==> config.mk <==
export PLATFORM = sky130hd
export DESIGN_NAME = uart_rx_buf
export DESIGN_NICKNAME = d
export VERILOG_FILES = /design/src/rtl/uart_rx_buf.sv
export SDC_FILE = /design/constraint.sdc
export NUM_CORES = 1
export LEC_CHECK = 0
export CORE_MARGIN = 3
export CORE_UTILIZATION = 41
export CTS_BUF_LIST = sky130_fd_sc_hd__clkbuf_4 sky130_fd_sc_hd__clkbuf_8
export DETAILED_ROUTE_END_ITERATION = 8
export SYNTH_ARGS = -nofsm -noshare
export SYNTH_HDL_FRONTEND = slang
export SYNTH_SLANG_ARGS = --single-unit
==> constraint.sdc <==
create_clock -name clk -period 5.2 [get_ports clk]
set_clock_uncertainty 0.05 [all_clocks]
set_input_delay 0.78 -clock clk [delete_from_list [all_inputs] [get_ports clk]]
set_output_delay 0.78 -clock clk [all_outputs]
set_load 0.03 [all_outputs]
==> src/rtl/uart_rx_buf.sv <==
// uart_rx_buf: oversampled UART receiver feeding a first-word-fall-through character FIFO.
// Optional build macro UART_RX_MAJVOTE_EN enables 2-of-3 majority sampling of each bit.
module uart_rx_buf #(
    parameter int unsigned OVERSAMPLE = 16,
    parameter int unsigned DEPTH      = 4,
    localparam int unsigned CNTW      = $clog2(DEPTH) + 1
) (
    input  logic            clk,
    input  logic            rst_n,
    input  logic            clr,
    input  logic            brgCLKEN,
    input  logic [1:0]      length,
    input  logic [1:0]      parity,
    input  logic            stop,
    input  logic            rxd,
    input  logic            rd,
    output logic [7:0]      data,
    output logic            pare,
    output logic            frme,
    output logic            brk,
    output logic            empty,
    output logic            full,
    output logic [CNTW-1:0] level,
    output logic            ovre,
    output logic            intr
);

    localparam int unsigned DivW  = $clog2(OVERSAMPLE);
    localparam int unsigned AddrW = $clog2(DEPTH);
`ifdef UART_RX_MAJVOTE_EN
    localparam int unsigned Adj = 1;
`else
    localparam int unsigned Adj = 0;
`endif
    localparam logic [DivW-1:0] DivBit     = DivW'(OVERSAMPLE - 1);
    localparam logic [DivW-1:0] DivHalf    = DivW'(OVERSAMPLE / 2 - 1);
    localparam logic [DivW-1:0] DivBitEvt  = DivW'(OVERSAMPLE - 1 - Adj);
    localparam logic [DivW-1:0] DivHalfEvt = DivW'(OVERSAMPLE / 2 - 1 - Adj);

    typedef enum logic [3:0] {
        StIdle, StStart, StData, StParity, StStop1, StStop2, StWait, StBrkWait, StDone
    } state_e;

    logic            sync_q, din_q;
    state_e          state_q, state_d;
    logic [DivW-1:0] div_q, div_d;
    logic [2:0]      bitcnt_q, bitcnt_d;
    logic [7:0]      shift_q, shift_d;
    logic            pare_q, pare_d, frme_q, frme_d, brk_q, brk_d, parbit_q, parbit_d;
    logic            bit_evt, bit_val, par_en, bit_st;
    logic [2:0]      last_bit;
`ifdef UART_RX_MAJVOTE_EN
    logic            vote_q, vote_d, s0_q, s0_d, s1_q, s1_d;
`endif

    logic [10:0]      mem_q [DEPTH];
    logic [10:0]      mem_d [DEPTH];
    logic [AddrW-1:0] wr_ptr_q, wr_ptr_d, rd_ptr_q, rd_ptr_d;
    logic [CNTW-1:0]  count_q, count_d, remain;
    logic [10:0]      head_q, head_d, wdata;
    logic             ovre_q, ovre_d, wr, push, pop;

    always_ff @(posedge clk or negedge rst_n) begin
        if (!rst_n) begin
            sync_q <= 1'b1;
            din_q  <= 1'b1;
        end else begin
            sync_q <= rxd;
            din_q  <= sync_q;
        end
    end

    assign par_en   = (parity == 2'b01) || (parity == 2'b10);
    assign last_bit = 3'(length) + 3'd4;
    assign bit_st   = (state_q == StData) || (state_q == StParity) ||
                      (state_q == StStop1) || (state_q == StStop2);

`ifdef UART_RX_MAJVOTE_EN
    assign bit_evt = brgCLKEN && vote_q;
    assign bit_val = (s1_q & s0_q) | (s1_q & din_q) | (s0_q & din_q);
`else
    assign bit_evt = brgCLKEN && bit_st && (div_q == '0);
    assign bit_val = din_q;
`endif

    always_comb begin
        state_d  = state_q;
        div_d    = div_q;
        bitcnt_d = bitcnt_q;
        shift_d  = shift_q;
        pare_d   = pare_q;
        frme_d   = frme_q;
        brk_d    = brk_q;
        parbit_d = parbit_q;
        if (brgCLKEN && (div_q != '0)) div_d = div_q - DivW'(1);
`ifdef UART_RX_MAJVOTE_EN
        vote_d = vote_q;
        s0_d   = s0_q;
        s1_d   = s1_q;
        // Centre sample arms the vote; the decision happens one tick later.
        if (brgCLKEN && bit_st && !vote_q) begin
            if (div_q == DivW'(1)) s1_d = din_q;
            if (div_q == '0) begin
                s0_d   = din_q;
                vote_d = 1'b1;
                div_d  = DivBit;
            end
        end
        if (bit_evt) vote_d = 1'b0;
`endif
        unique case (state_q)
            StIdle: begin
                if (brgCLKEN && !din_q) begin
                    state_d = StStart;
                    div_d   = DivHalf;
                end
            end
            StStart: begin
                if (brgCLKEN) begin
                    if (din_q) begin
                        state_d = StIdle;
                    end else if (div_q == '0) begin
                        state_d  = StData;
                        div_d    = DivBit;
                        bitcnt_d = '0;
                        shift_d  = '0;
                        pare_d   = 1'b0;
                        frme_d   = 1'b0;
                        brk_d    = 1'b0;
                        parbit_d = 1'b0;
                    end
                end
            end
            StData: begin
                if (bit_evt) begin
                    shift_d[bitcnt_q] = bit_val;
                    bitcnt_d          = bitcnt_q + 3'd1;
                    div_d             = DivBitEvt;
                    if (bitcnt_q == last_bit) state_d = par_en ? StParity : StStop1;
                end
            end
            StParity: begin
                if (bit_evt) begin
                    parbit_d = bit_val;
                    pare_d   = bit_val ^ (^shift_q) ^ (parity == 2'b01);
                    div_d    = DivBitEvt;
                    state_d  = StStop1;
                end
            end
            StStop1: begin
                if (bit_evt) begin
                    frme_d = !bit_val;
                    if ((shift_q == '0) && !(par_en && parbit_q) && !bit_val) begin
                        brk_d   = 1'b1;
                        state_d = StDone;
                    end else if (stop) begin
                        state_d = StStop2;
                        div_d   = DivBitEvt;
                    end else begin
                        state_d = StWait;
                        div_d   = DivHalfEvt;
                    end
                end
            end
            StStop2: begin
                if (bit_evt) begin
                    frme_d  = frme_q | !bit_val;
                    state_d = StWait;
                    div_d   = DivHalfEvt;
                end
            end
            StWait: begin
                if (brgCLKEN && (div_q == '0)) state_d = StDone;
            end
            StDone: begin
                state_d = brk_q ? StBrkWait : StIdle;
            end
            StBrkWait: begin
                if (brgCLKEN && din_q) state_d = StIdle;
            end
            default: state_d = StIdle;
        endcase
        if (clr) begin
            state_d = StIdle;
`ifdef UART_RX_MAJVOTE_EN
            vote_d  = 1'b0;
`endif
        end
    end

    always_ff @(posedge clk or negedge rst_n) begin
        if (!rst_n) begin
            state_q  <= StIdle;
            div_q    <= '0;
            bitcnt_q <= '0;
            shift_q  <= '0;
            pare_q   <= 1'b0;
            frme_q   <= 1'b0;
            brk_q    <= 1'b0;
            parbit_q <= 1'b0;
`ifdef UART_RX_MAJVOTE_EN
            vote_q   <= 1'b0;
            s0_q     <= 1'b1;
            s1_q     <= 1'b1;
`endif
        end else begin
            state_q  <= state_d;
            div_q    <= div_d;
            bitcnt_q <= bitcnt_d;
            shift_q  <= shift_d;
            pare_q   <= pare_d;
            frme_q   <= frme_d;
            brk_q    <= brk_d;
            parbit_q <= parbit_d;
`ifdef UART_RX_MAJVOTE_EN
            vote_q   <= vote_d;
            s0_q     <= s0_d;
            s1_q     <= s1_d;
`endif
        end
    end

    assign wr     = (state_q == StDone) && !clr;
    assign wdata  = {brk_q, frme_q, pare_q, shift_q};
    assign pop    = rd && (count_q != '0);
    assign push   = wr && ((count_q != CNTW'(DEPTH)) || pop);
    assign remain = count_q - CNTW'(pop);

    always_comb begin
        mem_d    = mem_q;
        wr_ptr_d = wr_ptr_q;
        rd_ptr_d = rd_ptr_q;
        count_d  = count_q;
        head_d   = head_q;
        ovre_d   = ovre_q;
        if (clr) begin
            wr_ptr_d = '0;
            rd_ptr_d = '0;
            count_d  = '0;
            head_d   = '0;
            ovre_d   = 1'b0;
        end else begin
            if (wr && !push) ovre_d = 1'b1;
            if (push) begin
                mem_d[wr_ptr_q] = wdata;
                wr_ptr_d        = wr_ptr_q + AddrW'(1);
            end
            if (pop) rd_ptr_d = rd_ptr_q + AddrW'(1);
            count_d = count_q + CNTW'(push) - CNTW'(pop);
            // Head register tracks the entry that will be at the front next cycle.
            if (count_d == '0) begin
                head_d = '0;
            end else if (remain == '0) begin
                head_d = wdata;
            end else begin
                head_d = mem_q[rd_ptr_d];
            end
        end
    end

    always_ff @(posedge clk) begin
        mem_q <= mem_d;
    end

    always_ff @(posedge clk or negedge rst_n) begin
        if (!rst_n) begin
            wr_ptr_q <= '0;
            rd_ptr_q <= '0;
            count_q  <= '0;
            head_q   <= '0;
            ovre_q   <= 1'b0;
        end else begin
            wr_ptr_q <= wr_ptr_d;
            rd_ptr_q <= rd_ptr_d;
            count_q  <= count_d;
            head_q   <= head_d;
            ovre_q   <= ovre_d;
        end
    end

    assign data  = head_q[7:0];
    assign pare  = head_q[8];
    assign frme  = head_q[9];
    assign brk   = head_q[10];
    assign empty = (count_q == '0);
    assign full  = (count_q == CNTW'(DEPTH));
    assign level = count_q;
    assign ovre  = ovre_q;
    assign intr  = wr;

endmodule

**Word level (Yosys, flattened, before mapping)**

Cells that the tools add are included.
W data, S select, Z words.

- Equal/unequal tests: 31
- $lt $le $gt $ge: 5
- Shift operators: 0
- Reductions and logical operators: 46
- Bitwise logic cells: 6
- Divide/modulo/power cells: 0
- $mul: 0
- Mux-type cells: 71
- $add $sub $neg: 8

Operators by type and width:

| cell | number |
|---|---|
| $mux W4 | 23 |
| $mux W11 | 6 |
| $bwmux W44 | 1 |
| $pmux W4 S9 | 1 |
| $mux W8 | 4 |
| $ne A3 B3 Y1 const B | 9 |
| $bmux W11 S2 | 1 |
| $demux W11 S2 | 1 |
| $mux W3 | 7 |
| $pmux W4 S5 | 1 |
| $eq A4 B3 Y1 const B | 4 |
| $pmux W8 S2 | 1 |
| $logic_and A1 B1 Y1 | 15 |
| $ne A2 B2 Y1 const B | 7 |
| $mux W1 | 12 |
| $mux W2 | 6 |
| $reduce_and A6 Y1 | 2 |
| $reduce_and A10 Y1 | 1 |
| $reduce_and A5 Y1 | 2 |
| $reduce_bool A2 Y1 | 5 |
| $logic_not A3 Y1 | 3 |
| $bwmux W8 | 1 |
| $eq A4 B2 Y1 const B | 2 |
| $logic_not A4 Y1 | 2 |
| other kinds (35) | 50 |

- Bits in latches: 0
- Memory bits (read-only): 0
- Bits in writable memories: 0
- Output and inout bits: 18
- Word-level logic and storage cells: 186
- Register bits: 88
- Memories: 0
- Bits of input ports: 11

**Longest topological paths before layout**

Gate-level depths: netlist of run 1.

- Word-level depth: 11
- Gate-level depth with buffers: 14
- Gate-level depth less buffers: 12

**Worst setup path after synthesis of run 1**

OpenSTA, ideal clock, no wires.

- Path kind: flip-flop to flip-flop
- Start: register count_q[1] (netlist: level[1])
- End: register head_q[3]
- Setup time: 0.083 ns
- Stages on the path, launching flop included: 14
- Buffers on the path: 1
- Data arrival time: 3.447 ns
- Clock period less this slack: 3.579 ns
- Required time: 5.067 ns
- Path slack: 1.621 ns
- Path through: dfrtp_1 inv_1 and3_1 nor2b_1 nor2_1 mux2_2 ha_1 fa_1 xor3_1 nor3b_2 a2111o_1 buf_6 a2bb2oi_1 o21ai_0

- Word-level cells in the longest chain between the ends: 11
- Elaborated cells between the ends (all ways): 19
- Classes of those cells: 3 x add/sub; 1 x eq/ne; 8 x mux; 1 x bitwise; 6 x reduce/logical

RTL lines:

| element | line | source |
|---|---|---|
| from (decl) | 59 | `logic [CNTW-1:0] count_q, count_d, remain;` |
| from (signal assigned) | 275 | `count_q <= count_d;` |
| parallel branches: the longest is 9 deep, another holds $add A3 B1 Y3 | n/a |  |
| $mux W11 (*) | 251 | `if (count_d == '0) begin` |
| $mux W11 (*) | 236 | `if (clr) begin` |
| via head_d[3] | 60 | `logic [10:0] head_q, head_d, wdata;` |
| to (signal assigned) | 270 | `head_q <= '0;` |
| to (signal assigned) | 276 | `head_q <= head_d;` |
| to (decl) | 60 |  |

Mark *: on every way through the listed nets, which the timed path passes. The select of a mux whose other input is x is not followed.
A chain may end at the register's enable or synchronous reset.

**Worst setup path in the final report of run 1**

- Start: register state_q[1]
- End: register head_q[0]

- Word-level cells in the longest chain between the ends: 8

RTL lines:

| element | line | source |
|---|---|---|
| from (decl) | 45 | `state_e state_q, state_d;` |
| from (signal assigned) | 193 | `state_q <= StIdle;` |
| from (signal assigned) | 207 | `state_q <= state_d;` |
| $eq A4 B4 Y1 | 223 | `assign wr = (state_q == StDone) && !clr;` |
| $logic_and A1 B1 Y1 | 223 |  |
| $logic_and A1 B1 Y1 | 226 | `assign push = wr && ((count_q != CNTW'(DEPTH)) \|\| pop);` |
| $add A3 B1 Y3 | 249 | `count_d = count_q + CNTW'(push) - CNTW'(pop);` |
| $sub A3 B1 Y3 | 249 |  |
| $logic_not A3 Y1 | 251 |  |
| $mux W11 | 251 |  |
| $mux W11 | 236 |  |
| via head_d[0] | 60 |  |

The timed path passes the listed nets, and every way through them passes these cells.

==> results of run 1 <==
state kept, by name (all words and copies together) (netlist names), 2 cells and up:
register / cells
head_q: 11
rd_ptr_q: 2
mem_q: 44
div_q: 4
state_q: 4
bitcnt_q: 3
shift_q: 8
wr_ptr_q: 2
level: 3
power by group through the flow:
stage               logic (mW)  clock network [mW]  registers (mW)
global route             0.848               0.514           0.954
detailed placement       0.775                   0           0.946
finish                   0.768               0.469           0.934
floorplan                0.608                   0           0.920
CTS                      0.778               0.482           0.932
global placement         0.762                   0           0.946
area by class of cell:
type / instances / area (sq um) / area share
Clock buffer: 9 / 123.9 / 0.02551
Clock inverter: 7 / 73.82 / 0.01520
Timing Repair Buffer: 31 / 297.8 / 0.06132
Sequential cell: 88 / 2425 / 0.4994
Inverter: 20 / 75.07 / 0.01546
Tap cell: 133 / 166.4 / 0.03427
Multi-Input combinational cell: 233 / 1694 / 0.3489
cells by family after synthesis:
| group | count (synthesis) |
|---|---|
| and+or+nand+nor | 103 |
| DFF | 88 |
| AOI/OAI and AO/OA | 70 |
| buffers and inverters | 36 |
| muxes | 31 |
| xor gates and xnor gates | 15 |
| adders and majority gates | 14 |
routing by layer:
| layer | track usage | up-vias |
|---|---|---|
| met3 | 0.02507 | 10 |
| met1 | 0.2158 | 1388 |
| met4 | 0.05140 | 0 |
| li1 | - | 1352 |
| met2 | 0.2393 | 48 |
| met5 | 0 | - |
through the flow:
step / cells / cell area, sq um / hold WS [ns] / util
after floorplan: 357 / 4282 / 0.2952 / -
after global placement: 505 / 4658 / 0.2997 / 0.4679
after detailed placement: 505 / 4658 / 0.3001 / 0.4679
after CTS: 521 / 4856 / 0.3145 / 0.4878
after global routing: 521 / 4856 / 0.3161 / 0.4878
final: 521 / 4856 / 0.3120 / 0.4878
cell usage after synthesis, types with 2 or more instances:
cell type | count | area [sq um]
and3_1 | 3 | 18.77
nand3_1 | 11 | 55.05
nor2b_1 | 8 | 50.05
ha_1 | 13 | 162.7
xnor2_1 | 11 | 96.34
a2bb2oi_1 | 11 | 96.34
dfrtp_1 | 42 | 1051
mux2i_1 | 27 | 270.3
a21o_1 | 2 | 15.01
a21oi_1 | 9 | 45.04
buf_1 | 2 | 7.510
a32oi_1 | 2 | 17.52
inv_1 | 19 | 71.32
o31ai_1 | 2 | 15.01
nor3b_2 | 2 | 25.02
dfstp_2 | 2 | 52.55
clkbuf_1 | 6 | 22.52
a22o_1 | 4 | 35.03
or2_2 | 2 | 12.51
and2_1 | 4 | 25.02
xor2_1 | 2 | 17.52
buf_6 | 2 | 22.52
edfxtp_1 | 44 | 1321
nand2b_1 | 6 | 37.54
buf_4 | 2 | 15.01
o211ai_1 | 4 | 30.03
nor2_1 | 23 | 86.33
o21ai_0 | 19 | 95.09
mux2_2 | 4 | 45.04
nand2_1 | 25 | 93.84
buf_2 | 3 | 15.01
nor4_1 | 2 | 12.51
nor3_1 | 7 | 35.03
final timing paths:
path / slack (ns) / end / startpoint / cells past startpoint
min: 0.31 / bit_val / sync_q / 0
max reg2reg: 1.34 / head_q[0] / state_q[1] / 11
max: 1.34 / head_q[0] / state_q[1] / 11
max in group asynchronous: 3.92 / head_q[0] / rst_n / 1
min in group asynchronous: 0.53 / rd_ptr_q[0] / rst_n / 1
min reg2reg: 0.31 / bit_val / sync_q / 0
==> impl_metrics.env, run 1 <==
export IMPL_final_common_cell="edfxtp_1"
export IMPL_grt_pass1_wl_um=13850
export IMPL_cp_slowest_cell="dfrtp_1"
export IMPL_crit_path_end_kind="register"
export IMPL_rsz0062_at_grt="false"
export IMPL_clk_path_buf_depth=2
export IMPL_routed_wl_um=8268
export IMPL_worstSetupStartpointType="register"
export IMPL_postCtsHoldBufs=0
export IMPL_maxSlewHeadroom=0.3148
export IMPL_viasPerCell=5.370
export IMPL_tightest_slew_ns=1.028
export IMPL_areaGrowthSynthToFinish_pct=13.41
export IMPL_diodes=0
export IMPL_p_sw_uw=813.9
export IMPL_cts_root_buf="clkbuf_8"
export IMPL_leakagePower_nw=1.927
export IMPL_fin_crit_ns=3.858
export IMPL_synth_top_family_by_area="simple AND/OR/NAND/NOR gates"
export IMPL_clock_fmax_ghz=0.2592
export IMPL_p_int_mw=1.357
export IMPL_finalHoldViolCount=0
export IMPL_slowest_delay_ns=0.62
export IMPL_synthCells=357
export IMPL_start_util=0.4301
export IMPL_pwr_share_clk=0.216
export IMPL_met3_length_um=271
export IMPL_grt_pass1_vias=2738
export IMPL_grt_max_degree=45
export IMPL_yosys_cell_types_count=65
export IMPL_path_buf_inv=0
export IMPL_worst_endpoint_arrival_ns=4.08
export IMPL_fin_tns_setup_ns=0
export IMPL_cp_required_ns=5.42
export IMPL_avgSynthCellArea_sq_um=11.99
export IMPL_cts_sinks=88
export IMPL_cts_resized=0
export IMPL_top_layer_used="met4"
export IMPL_ys_flop_type="edfxtp_1"
export IMPL_vias=2798
export IMPL_synth_xor_xnor_area_share=0.03594
export IMPL_path_max_fanout=21
export IMPL_io_buffer_count=28
export IMPL_avgRoutedWirePerCell_um=15.87
export IMPL_grt_overflow=0
export IMPL_slew_viol_final=0
export IMPL_layout_setup_ws_ns=1.342
export IMPL_antenna_found_initial=0
export IMPL_ys_seq_elements=88
export IMPL_ir_worst_vdd_mv=0.1973
export IMPL_track_usage=0.1523
export IMPL_die_h_um=108.2
export IMPL_synthMuxAreaShare=0.07364
export IMPL_drive_gt1_frac=0.09021
export IMPL_mostFrequentLayoutCells="edfxtp_1, dfrtp_1, mux2i_1, clkdlybuf4s50_1, nand2_1"
export IMPL_die_w_um=108.2
export IMPL_synth_compound_area_frac=0.1175
export IMPL_synth_seq_area_share=0.5663
export IMPL_dpl_worst_slack_ns=1.054
export IMPL_worstPathCellList="nor2_1, nand3_1, or2_2, mux2_2, ha_1, fa_1, xor3_1, nor3b_2, a2111o_1, a2bb2oi_1, o21ai_0"
export IMPL_met2_length_um=3800
export IMPL_gp_congestion=0.8323
export IMPL_m1WireLength_um=4078
export IMPL_period_share=0.7420
export IMPL_die_area_sq_um=11710
export IMPL_yosys_warnings=0
export IMPL_synth_nets=382
export IMPL_synthArstFlopShare=0.5000
export IMPL_comb_power_share=0.354
export IMPL_cts_setup_buffers=0
export IMPL_synth_fa_ha_area_frac=0.04267
export IMPL_hp_class="reg -> reg"
export IMPL_setup_viol_count_final=0
export IMPL_switching_share=0.3749
export IMPL_drt_iter0_drc=122
export IMPL_maxCapViolations=0
export IMPL_ant_nets=0
export IMPL_core_sq_um=9955
export IMPL_nFillCells=899
export IMPL_rows=36
export IMPL_dp_hpwl_um=5461
export IMPL_insertion_delay_ns=0.37
export IMPL_yosys_area_share_simple=0.1259
export IMPL_critPathTopFamily="simple AND/OR/NAND/NOR gates"
export IMPL_cts_buffers=9
export IMPL_io_pins=29
export IMPL_crit_type="reg -> reg"
export IMPL_clkTransAtPathRegs_ns=0.09
export IMPL_cts_tree="done"
export IMPL_drt_first_pass_iters=4
export IMPL_seq_power_share=0.430
export IMPL_nets=408
export IMPL_power_total_mw=2.171
export IMPL_htreeDepth=3
export IMPL_drc_errors=0
export IMPL_synth_edff_count=44
export IMPL_pwr_density_cell_nw_per_um2=447.0
export IMPL_status="finished clean"
export IMPL_syn_area_sq_um=4282
No activity file was read; power rests on OpenSTA's default activity.
==> run 2, diff against run 1 <==
Clock period 5.2 ns to 4.05 ns, I/O delays scaled along.
==> run 2 against run 1 <==
Net effect:
- worst hold slack worse by 0.0010 ns
- sequential share of layout area down 0.38 points
- wire length down 1.5%
- clock power up 26%
- worst setup slack worse by 0.89 ns
- final cell count up 0.96%
- largest power group unchanged
- highest routed layer unchanged
==> impl_metrics.env, run 2 (synthesized netlist as in run 1, its figures left out) <==
export IMPL_status="finished clean"
export IMPL_final_common_cell="edfxtp_1"
export IMPL_die_area_sq_um=11710
export IMPL_avgRoutedWirePerCell_um=15.48
export IMPL_cts_tree="done"
export IMPL_clock_fmax_ghz=0.2781
export IMPL_cts_root_buf="clkbuf_8"
export IMPL_rr_worst_depth=12
export IMPL_areaGrowthSynthToFinish_pct=14.29
export IMPL_nets=413
export IMPL_worstSetupStartpointType="register"
export IMPL_power_total_mw=2.795
export IMPL_maxCapViolations=0
export IMPL_viasPerCell=5.236
export IMPL_top_register="mem_q"
export IMPL_clkTransAtPathRegs_ns=0.09
export IMPL_die_h_um=108.2
export IMPL_reg2reg_to="head_q[1]"
export IMPL_cts_sinks=88
export IMPL_setup_viol_count_final=0
export IMPL_grt_overflow=0
export IMPL_postCtsHoldBufs=0
export IMPL_hold_start="sync_q"
export IMPL_drc_errors=0
export IMPL_insertion_delay_ns=0.35
export IMPL_dpl_worst_slack_ns=-0.2423
export IMPL_grt_pass1_wl_um=14120
export IMPL_reg2reg_from="level[1]"
export IMPL_nFillCells=907
export IMPL_cp_required_ns=4.23
export IMPL_die_w_um=108.2
export IMPL_fin_crit_ns=3.595
export IMPL_dp_hpwl_um=5521
export IMPL_htreeDepth=3
export IMPL_ir_worst_vdd_mv=0.3028
export IMPL_gp_congestion=0.7938
export IMPL_drt_first_pass_iters=4
export IMPL_hp_class="reg -> reg"
export IMPL_cts_setup_buffers=0
export IMPL_leakagePower_nw=1.953
export IMPL_period_share=0.8877
export IMPL_io_buffer_count=28
export IMPL_cts_buffers=9
export IMPL_path_max_fanout=11
export IMPL_layout_setup_ws_ns=0.4548
export IMPL_finalHoldViolCount=0
export IMPL_track_usage=0.1543
export IMPL_slowest_delay_ns=0.48
export IMPL_slew_viol_final=0
export IMPL_grt_pass1_vias=2834
export IMPL_maxSlewHeadroom=0.3274
export IMPL_clk_path_buf_depth=2
export IMPL_routed_wl_um=8140
export IMPL_worst_endpoint_arrival_ns=3.77
export IMPL_crit_type="reg -> reg"
export IMPL_core_sq_um=9955
export IMPL_tightest_slew_ns=1.009
export IMPL_holdPathEnd="bit_val"
export IMPL_largest_reg_flops=44
export IMPL_io_pins=29
export IMPL_pwr_density_cell_nw_per_um2=571.1
export IMPL_grt_max_degree=45
export IMPL_rows=36
export IMPL_cp_slowest_cell="dfrtp_1"
export IMPL_drive_gt1_frac=0.1043
export IMPL_crit_path_end_kind="register"
export IMPL_reg2reg_slack_ns=0.45
export IMPL_worstPathCellList="inv_1, and3_1, nor2b_1, nor2_1, mux2_2, ha_1, fa_1, xor3_1, nor3b_2, a2111o_1, a2bb2oi_1, o21ai_0"
export IMPL_start_util=0.4301
export IMPL_drt_iter0_drc=89
export IMPL_rsz0062_at_grt="false"
export IMPL_cts_resized=1
export IMPL_vias=2754
export IMPL_antenna_found_initial=0
export IMPL_reg_top3="mem_q x44, head_q x11, shift_q x8"
export IMPL_hold_path_depth=0
export IMPL_mostFrequentLayoutCells="edfxtp_1, dfrtp_1, mux2i_1, clkdlybuf4s50_1, nand2_1"
export IMPL_diodes=0
export IMPL_ant_nets=0
==> run 2: cell types whose count changed in the layout (fill, tap and decap cells not counted), sizes merged <==
cell / delta
buf: +5
==> run 2: worst max path at each step <==
stage	startpoint	to
after global routing	level[1]	head_q[1]
after floorplan	level[1]	head_q[3]
after detailed placement	rd	head_q[9]
after global placement	clr	head_q[9]
after CTS	level[1]	head_q[1]
final	level[1]	head_q[1]
==> run 2: metrics by stage <==
step	hold slack [ns]	util	instances	instance area, sq um	setup TNS, ns
finish	0.3110	0.4916	526	4893	0
global route	0.3142	0.4916	526	4893	0
CTS	0.3131	0.4916	526	4893	0
detailed placement	0.2985	0.4717	510	4696	-2.092
global placement	0.2972	0.4717	510	4696	-0.4187
floorplan	0.2619	-	357	4282	0
==> run 2: power by group <==
| part | total [mW] | internal (mW) | switching [mW] |
|---|---|---|---|
| clock network | 0.589 | 0.241 | 0.347 |
| registers | 1.14 | 1.04 | 0.0928 |
| logic | 1.07 | 0.475 | 0.596 |
==> run 2: critical path, delay by kind of cell, from the launching register on <==
kind	cells	cell delay [ns]
simple gates	4	0.79
compound gates	3	0.78
fa+ha+maj	2	0.55
flops	1	0.48
xor+xnor	1	0.40
mux	1	0.27
buf+inv	1	0.14
==> run 2: area by class of cell <==
cell class / instances / area, sq um / share of cell area
Sequential cell: 88 / 2425 / 0.4955
Clock inverter: 7 / 68.82 / 0.01406
Multi-Input combinational cell: 233 / 1699 / 0.3472
Timing Repair Buffer: 36 / 335.3 / 0.06852
Tap cell: 133 / 166.4 / 0.03401
Inverter: 20 / 75.07 / 0.01534
Clock buffer: 9 / 123.9 / 0.02531
==> run 2: routing by layer <==
layer	up-vias	track usage	share of wire	wire length (um)
li1	1362	-	-	-
met1	1341	0.2122	0.48	3867
met2	45	0.2464	0.47	3856
met3	6	0.03403	0.042	344
met4	0	0.04599	0.0087	71
met5	-	0	0	0
==> run 3, diff against run 2 <==
Settings changed: ABC_AREA from default to 0, CAP_MARGIN from default to 20.
==> run 3 against run 2 <==
Net effect:
- utilization rose by 0.24 points
- combinational power barely moved
- non-clock buffer count rose by 2
- die area did not move
- critical path type unchanged
- critical endpoint is now head_q[9]
==> impl_metrics.env, run 3 (synthesized netlist as in run 1, its figures left out) <==
export IMPL_status="finished clean"
export IMPL_switching_share=0.3692
export IMPL_nFillCells=889
export IMPL_drt_iter0_drc=112
export IMPL_seq_power_share=0.406
export IMPL_fin_crit_ns=3.529
export IMPL_fin_tns_setup_ns=0
export IMPL_period_share=0.8713
export IMPL_rows=36
export IMPL_setup_viol_count_final=0
export IMPL_largest_reg_flops=44
export IMPL_dp_hpwl_um=5495
export IMPL_cts_tree="done"
export IMPL_die_area_sq_um=11710
export IMPL_path_max_fanout=11
export IMPL_final_common_cell="edfxtp_1"
export IMPL_grt_max_degree=45
export IMPL_crit_path_end_kind="register"
export IMPL_worst_endpoint_arrival_ns=3.76
export IMPL_drc_errors=0
export IMPL_p_sw_mw=1.032
export IMPL_power_total_mw=2.796
export IMPL_finalHoldViolCount=0
export IMPL_antenna_found_initial=0
export IMPL_postCtsHoldBufs=0
export IMPL_pwr_share_clk=0.211
export IMPL_clock_fmax_ghz=0.2834
export IMPL_reg2reg_to="head_q[9]"
export IMPL_grt_pass1_vias=2848
export IMPL_slowest_delay_ns=0.58
export IMPL_start_util=0.4301
export IMPL_reg2reg_from="level[1]"
export IMPL_slew_viol_final=0
export IMPL_ff_latch_area_sq_um=2425
export IMPL_final_cells=528
export IMPL_ant_nets=0
export IMPL_cts_sinks=88
export IMPL_p_int_mw=1.764
export IMPL_dp_cells=511
export IMPL_worstPathCellList="inv_1, and3_1, nor2b_1, nor2_1, mux2_2, ha_1, fa_1, xor3_1, nor3b_2, a2111o_1, a2bb2oi_1, o21ai_1"
export IMPL_comb_power_share=0.383
export IMPL_die_w_um=108.2
export IMPL_cp_slowest_cell="a2111o_1"
export IMPL_diodes=0
export IMPL_post_dp_cell_area_sq_um=4701
export IMPL_multi_input_area_sq_um=1694
export IMPL_mostFrequentLayoutCells="edfxtp_1, dfrtp_1, mux2i_1, clkdlybuf4s50_1, nand2_1"
export IMPL_tightest_slew_ns=0.6188
export IMPL_avgRoutedWirePerCell_um=15.48
export IMPL_gp_congestion=0.7938
export IMPL_top_register="mem_q"
export IMPL_core_sq_um=9955
export IMPL_finalInstanceArea_sq_um=4917
export IMPL_nets=415
export IMPL_cts_buffers=9
export IMPL_insertion_delay_ns=0.36
export IMPL_cts_root_buf="clkbuf_8"
export IMPL_critPathTopFamily="compound AO/OA/AOI/OAI gates"
export IMPL_grt_overflow=0
export IMPL_maxCapViolations=0
export IMPL_worstSetupStartpointType="register"
export IMPL_track_usage=0.1532
export IMPL_cp_required_ns=4.28
export IMPL_grt_pass1_wl_um=14050
export IMPL_rr_worst_depth=12
export IMPL_clkTransAtPathRegs_ns=0.10
export IMPL_utilization=0.4940
export IMPL_rsz0062_at_grt="false"
export IMPL_routed_wl_um=8173
export IMPL_clk_path_buf_depth=2
export IMPL_htreeDepth=3
export IMPL_drt_first_pass_iters=4
export IMPL_crit_type="reg -> reg"
export IMPL_areaGrowthSynthToFinish_pct=14.85
export IMPL_reg_top3="mem_q x44, head_q x11, shift_q x8"
export IMPL_vias=2773
export IMPL_pwr_density_cell_nw_per_um2=568.7
export IMPL_hp_class="in -> async"
export IMPL_die_h_um=108.2
export IMPL_leakagePower_nw=1.964
export IMPL_cts_resized=0
export IMPL_maxSlewHeadroom=0.5819
export IMPL_drive_gt1_frac=0.1063
export IMPL_path_buf_inv=1
export IMPL_io_buffer_count=28
export IMPL_reg2reg_slack_ns=0.52
export IMPL_io_pins=29
export IMPL_ir_worst_vdd_mv=0.2480
export IMPL_viasPerCell=5.252
export IMPL_cts_setup_buffers=0
run 3: power groups by stage:
| stage | clock [mW] | combinational [mW] | sequential [mW] |
|---|---|---|---|
| 2_1_floorplan | 0 | 0.781 | 1.18 |
| 6_report | 0.590 | 1.07 | 1.14 |
| 3_3_place_gp | 0 | 1.05 | 1.15 |
| 5_1_grt | 0.644 | 1.20 | 1.15 |
| 3_5_place_dp | 0 | 1.07 | 1.15 |
| 4_1_cts | 0.612 | 1.08 | 1.14 |
run 3: routing by layer:
| layer | GRT usage | share of wire | vias to the layer above |
|---|---|---|---|
| li1 | - | - | 1365 |
| met5 | 0 | 0 | - |
| met2 | 0.2473 | 0.47 | 48 |
| met1 | 0.2089 | 0.48 | 1350 |
| met3 | 0.02328 | 0.035 | 10 |
| met4 | 0.05951 | 0.014 | 0 |
run 3: how the worst max path moves through the flow:
stage	from	endpoint	slack [ns]	cells past startpoint
5_1_grt	level[1]	head_q[1]	0.21	12
3_3_place_gp	clr	head_q[9]	-0.04	10
3_5_place_dp	rd	head_q[1]	0.22	11
6_report	level[1]	head_q[9]	0.52	12
4_1_cts	level[1]	head_q[1]	0.49	12
2_1_floorplan	level[1]	head_q[3]	0.47	13
run 3: final cells by class:
type | count | share of cell area
Sequential cell | 88 | 0.4931
Multi-Input combinational cell | 233 | 0.3445
Timing Repair Buffer | 38 | 0.07328
Tap cell | 133 | 0.03384
Clock buffer | 9 | 0.02519
Inverter | 20 | 0.01527
Clock inverter | 7 | 0.01476
run 3: stage by stage:
stage | hold slack [ns] | setup WS (ns)
floorplan | 0.2619 | 0.4706
global placement | 0.2972 | -0.04485
detailed placement | 0.2985 | 0.2235
CTS | 0.3145 | 0.4893
global route | 0.07369 | 0.2122
finish | 0.07329 | 0.5214
